**config.mk**
```make
export PLATFORM = sky130hd
export DESIGN_NAME = add_pipe
export DESIGN_NICKNAME = d
export VERILOG_FILES = /design/src/rtl/add_pipe_pkg.sv /design/src/rtl/add_pipe_slice.sv /design/src/rtl/add_pipe.sv
export SDC_FILE = /design/constraint.sdc
export NUM_CORES = 1
export LEC_CHECK = 0
export ABC_AREA = 1
export CAP_MARGIN = 20
export CORE_UTILIZATION = 45
export DETAILED_ROUTE_END_ITERATION = 10
export GPL_TIMING_DRIVEN = 0
export PLACE_DENSITY = 0.75
export SLEW_MARGIN = 30
export SYNTH_ARGS = -nofsm -noshare
export SYNTH_HDL_FRONTEND = slang
export SYNTH_SLANG_ARGS = --single-unit
```
**constraint.sdc**
```tcl
create_clock -name clk -period 1.9 [get_ports clk]
set_input_delay 0.285 -clock clk [delete_from_list [all_inputs] [get_ports clk]]
set_output_delay 0.285 -clock clk [all_outputs]
set_load 0.05 [all_outputs]
```
**src/rtl/add_pipe_pkg.sv**
```systemverilog
// rtl/add_pipe_pkg.sv - shared constants and payload widths for the elastic pipelined adder
package add_pipe_pkg;

  localparam int ADD_WRAP   = 0;
  localparam int ADD_SAT    = 1;
  localparam int STAGES_MAX = 4;

  // Slice payload is {carry, c}: one carry bit above the WIDTH-bit sum.
  localparam int CARRY_W = 1;

  function automatic int payload_w(input int width);
    return width + CARRY_W;
  endfunction

endpackage

```
**src/rtl/add_pipe_slice.sv**
```systemverilog
// rtl/add_pipe_slice.sv - one elastic register slice: holds {carry, c} with valid/ready on both sides
module add_pipe_slice
  import add_pipe_pkg::*;
#(
  parameter int PW = payload_w(16)
) (
  input  logic          clk,
  input  logic          rst,
  input  logic          in_vld,
  output logic          in_ready,
  input  logic [PW-1:0] in_data,
  output logic          out_vld,
  input  logic          out_ready,
  output logic [PW-1:0] out_data
);

  // Loading with in_vld=0 drains the slice; data is only replaced by real input.
  assign in_ready = !out_vld || out_ready;

  always_ff @(posedge clk) begin
    if (rst) begin
      out_vld  <= 1'b0;
      out_data <= '0;
    end else if (in_ready) begin
      out_vld <= in_vld;
      if (in_vld) begin
        out_data <= in_data;
      end
    end
  end

endmodule

```
**src/rtl/add_pipe.sv**
```systemverilog
// rtl/add_pipe.sv - elastic pipelined unsigned adder with wrap/saturate mode and overflow counter
module add_pipe
  import add_pipe_pkg::*;
#(
  parameter int WIDTH  = 16,
  parameter int STAGES = 2,
  parameter int SAT    = ADD_WRAP,
  parameter int CNTW   = 8
) (
  input  logic             clk,
  input  logic             rst,
  input  logic             in_valid,
  output logic             in_ready,
  input  logic [WIDTH-1:0] a,
  input  logic [WIDTH-1:0] b,
  output logic             out_valid,
  input  logic             out_ready,
  output logic [WIDTH-1:0] c,
  output logic             carry,
  output logic [CNTW-1:0]  ovf_cnt,
  input  logic             ovf_clr
);

  localparam int PW = payload_w(WIDTH);

  if (STAGES < 1 || STAGES > STAGES_MAX || WIDTH < 2) begin : g_bad_param
    $error("add_pipe: WIDTH must be >= 2 and STAGES within 1..%0d", STAGES_MAX);
  end

  logic [WIDTH:0]   sum;
  logic [WIDTH-1:0] c0;

  assign sum = {1'b0, a} + {1'b0, b};
  assign c0  = (SAT == ADD_SAT && sum[WIDTH]) ? {WIDTH{1'b1}} : sum[WIDTH-1:0];

  logic          vld [STAGES+1];
  logic [PW-1:0] pl  [STAGES+1];

  assign vld[0] = in_valid;
  assign pl[0]  = {sum[WIDTH], c0};

  // Each slice keeps its own ready nets so the ripple stays acyclic per signal.
  for (genvar k = 0; k < STAGES; k++) begin : g_slice
    logic up_rdy;
    logic dn_rdy;

    if (k == STAGES - 1) begin : g_tail
      assign dn_rdy = out_ready;
    end else begin : g_link
      assign dn_rdy = g_slice[k+1].up_rdy;
    end

    add_pipe_slice #(.PW(PW)) u_slice (
      .clk       (clk),
      .rst       (rst),
      .in_vld    (vld[k]),
      .in_ready  (up_rdy),
      .in_data   (pl[k]),
      .out_vld   (vld[k+1]),
      .out_ready (dn_rdy),
      .out_data  (pl[k+1])
    );
  end

  assign in_ready   = g_slice[0].up_rdy;
  assign out_valid  = vld[STAGES];
  assign {carry, c} = pl[STAGES];

  always_ff @(posedge clk) begin
    if (rst || ovf_clr) begin
      ovf_cnt <= '0;
    end else if (out_valid && out_ready && carry && (ovf_cnt != {CNTW{1'b1}})) begin
      ovf_cnt <= ovf_cnt + CNTW'(1);
    end
  end

endmodule

```
==> results.py <==
metrics = {
    "status": {
        "status": "complete, no violations",
    },
    "route": {
        "dr_wl_met2_um": 2780,
        "dr.pass1.iters": 4,
        "drc": 0,
        "viasPerCell": 4.82,
        "dr_wl_met3_um": 200,
        "vias": 2615,
        "wl_um": 5740,
        "ant_nets": 0,
        "wl_met1_um": 2690,
        "highest_layer": "met4",
        "drtIter0Drc": 183,
        "wl_per_cell_um": 10.6,
    },
    "placement": {
        "numPortBuffers": 63,
        "pre_cts_slack_ps": -330,
        "place_area_um2": 3330,
        "gp_congestion": 0.891,
        "placedCellCount": 535,
        "hpwl_um": 4620,
    },
    "pwr": {
        "p_switching_mw": 0.707,
        "combPwrFrac_pct": 29.9,
        "peakVddDrop_v": 0.000416,
        "switching_share_pct": 32.0,
        "powerDensity_nw_per_um2": 642,
        "power_leakage_nw": 1.67,
        "sequentialPowerShare_pct": 45.8,
        "p_int_mw": 1.50,
        "clkPwrFrac_pct": 24.3,
    },
    "yosys": {
        "syn_area_per_cell_um2": 6.50,
        "ys_seq_elements": 44,
        "syn-num-nets": 455,
        "seq_area_frac_synth_pct": 33.9,
        "synth_area_um2": 2600,
        "yosysWarnings": 0,
        "synthCells": 400,
        "yosysUniqueCellTypes": 27,
    },
    "clocking": {
        "cts_tree": "yes",
        "hold_buffers": 0,
        "h-tree-depth": 2,
        "cts_inserted_buffers": 5,
        "cts.path.max_buffers": 2,
        "cts_root_buf": "clkbuf_8",
        "cts.sinks": 44,
        "worstSkewPairLatency_ps": 290,
        "path_clk_slew_ps": 80,
    },
    "worst_setup_path": {
        "cpPeakStageDelay_ps": 840,
        "cp.arrival_ps": 1560,
        "crit_type": "flop to output port",
        "crit_slowest_cell": "clkdlybuf4s50_1",
        "rr_endpoint": "ovf_cnt[0]",
        "critPathLaunchType": "flop",
        "crit_required_ps": 1620,
        "worstRegToRegCells": 8,
        "path_delay_family": "buffers and inverters",
        "cp_max_fo": 5,
        "worst-r2r-setup-slack_ps": 280,
        "r2r-start": "ovf_cnt[0]",
        "critPathBufInv": 1,
        "critPathCaptureType": "output port",
        "path_cells": "clkdlybuf4s50_1",
    },
    "timing": {
        "final.setup_skew_ps": 6.31,
        "setup_viol": 0,
        "fin_crit_sh_pct": 96.9,
        "period_minus_slack_ps": 1840,
        "worst_slack_ps": 59.7,
        "hold_ws_ps": 430,
        "slew_violations": 0,
        "tightestPinTransition_ps": 519,
        "max_freq_mhz": 543,
        "hold_violations": 0,
        "rsz0062_at_grt": "no",
        "slew_headroom_pct": 65.3,
    },
    "grt": {
        "grt_util_all_layers_pct": 20.0,
        "antenna_found_initial": 0,
        "overflow": 0,
        "grt_pass1_vias": 2285,
        "grt_max_degree": 13,
        "grt_first_pass_wirelength_um": 9720,
    },
    "min_path": {
        "whs_path_depth": 4,
        "min_from": "a[0]",
        "min_path_type": "input pin to flop",
        "min_to": "g_slice[0].u_slice.out_data[0]",
    },
    "layout": {
        "num-nets-final": 525,
        "nFillCells": 538,
        "syn_to_final_growth_pct": 32.4,
        "drive_gt1_share_pct": 5.74,
        "fin_area_um2": 3440,
        "instances_no_fill": 542,
        "antenna_cells": 0,
    },
    "die": {
        "chipHeight_um": 78.0,
        "die_width_um": 78.0,
        "initial_core_util_pct": 46.9,
        "io-pin-count": 64,
        "die_area_um2": 6090,
        "num_rows": 27,
        "fp.coreArea_um2": 5540,
    },
    "flow_run": {
        "maxCapViolCount": 0,
    },
}
how the worst max path moves through the flow:
stage	start	endpoint	slack [ps]	cells after the start
2_1_floorplan	ovf_cnt[0]	ovf_cnt[0]	40	8
3_3_place_gp	a[0]	g_slice[0].u_slice.out_data[12]	-310	12
3_5_place_dp	a[0]	g_slice[0].u_slice.out_data[12]	-330	12
4_1_cts	a[0]	g_slice[0].u_slice.out_data[12]	30	12
5_1_grt	ovf_cnt[3]	ovf_cnt[3]	6	1
6_report	ovf_cnt[5]	ovf_cnt[5]	60	1
layer usage:
metal  vias up  global-route usage, %
li1       1395                      -
met1      1147                   24.6
met2        67                   35.7
met3         6                   3.26
met4         0                   5.93
met5         -                      0
registers in the layout, indices dropped and copies added, names as in the netlist:
name	count
g_slice.u_slice.out_data	34
ovf_cnt	8
g_slice.u_slice.out_vld	2
synthesized netlist by cell type:
library cell,number,area share [%]
ha_1,17,8.2
inv_4,1,0.24
nand3_1,26,5.0
nand2_1,103,15
or2_2,1,0.24
buf_1,1,0.14
o211ai_1,3,0.87
nand4_1,3,0.72
a21oi_2,1,0.34
or2_1,1,0.24
o21ai_0,26,5.0
fa_1,1,0.77
nand3b_1,2,0.58
dfxtp_1,44,34
xnor2_1,6,2.0
xor2_1,2,0.67
nor2_2,1,0.24
inv_1,65,9.4
o21ai_4,1,0.63
nor3_1,5,0.96
nor2_1,46,6.6
clkbuf_1,3,0.43
nand2_2,1,0.24
a21oi_1,33,6.4
and2_1,1,0.24
inv_2,1,0.14
buf_2,5,0.96
through the flow:
step	TNS, ps	power [mW]	util (%)
6_report	0	2.21	62.1
5_1_grt	0	2.34	62.1
4_1_cts	0	2.21	61.4
3_5_place_dp	-2620	1.68	60.0
3_3_place_gp	-2170	1.67	60.0
2_1_floorplan	0	1.46	-
power by group through the flow:
stage                     clock network (mW)  registers [mW]  logic [mW]
after floorplan                            0            1.12       0.340
after global placement                     0            1.03       0.637
after detailed placement                   0            1.03       0.648
after CTS                              0.551            1.01       0.651
after global routing                   0.584            1.02       0.738
final                                  0.536            1.01       0.659
cell type report:
type / instances / area [um^2] / area share [%]
inverters: 67 / 254 / 7.38
repair buffers: 63 / 634 / 18.4
multi-input cells: 280 / 1470 / 42.6
flip-flops and latches: 44 / 881 / 25.6
plain buffers: 9 / 40.0 / 1.16
clock buffers: 6 / 72.6 / 2.11
well taps: 72 / 90.1 / 2.62
clock inverters: 1 / 5.00 / 0.145
repair_timing:
action,4_1_cts,5_1_grt
pin swaps,0,5
endpoints found under the setup margin,4,4
resized for setup,2,10
buffers inserted,0,0
cell families (layout without fill, tap and decap cells):
group                    Yosys count  after routing  share of synthesized area, %
XOR/XNOR                           8              8                          2.70
buffers and inverters             76            146                          11.3
AO/OA/AOI/OAI                     64             64                          13.2
AND/OR/NAND/NOR                  190            190                          30.0
flip-flops                        44             44                          33.9
adder cells (fa/ha/maj)           18             18                          8.95
layout by cell type (no fill, tap or decap), types with 2 or more instances in the layout:
cell type / count
dfxtp_1: 44
nand4_1: 3
dlymetal6s2s_1: 2
inv_1: 65
nand3_1: 23
nand2_1: 100
clkdlybuf4s50_1: 60
ha_1: 16
nand2_2: 4
xor2_1: 2
o21ai_0: 26
clkbuf_1: 4
nor2_1: 46
o211ai_1: 3
xnor2_1: 6
nand3_2: 3
a21oi_1: 33
nand3b_1: 2
buf_2: 5
clkbuf_8: 5
nor3_1: 5
(Power assumes the default switching activity.)
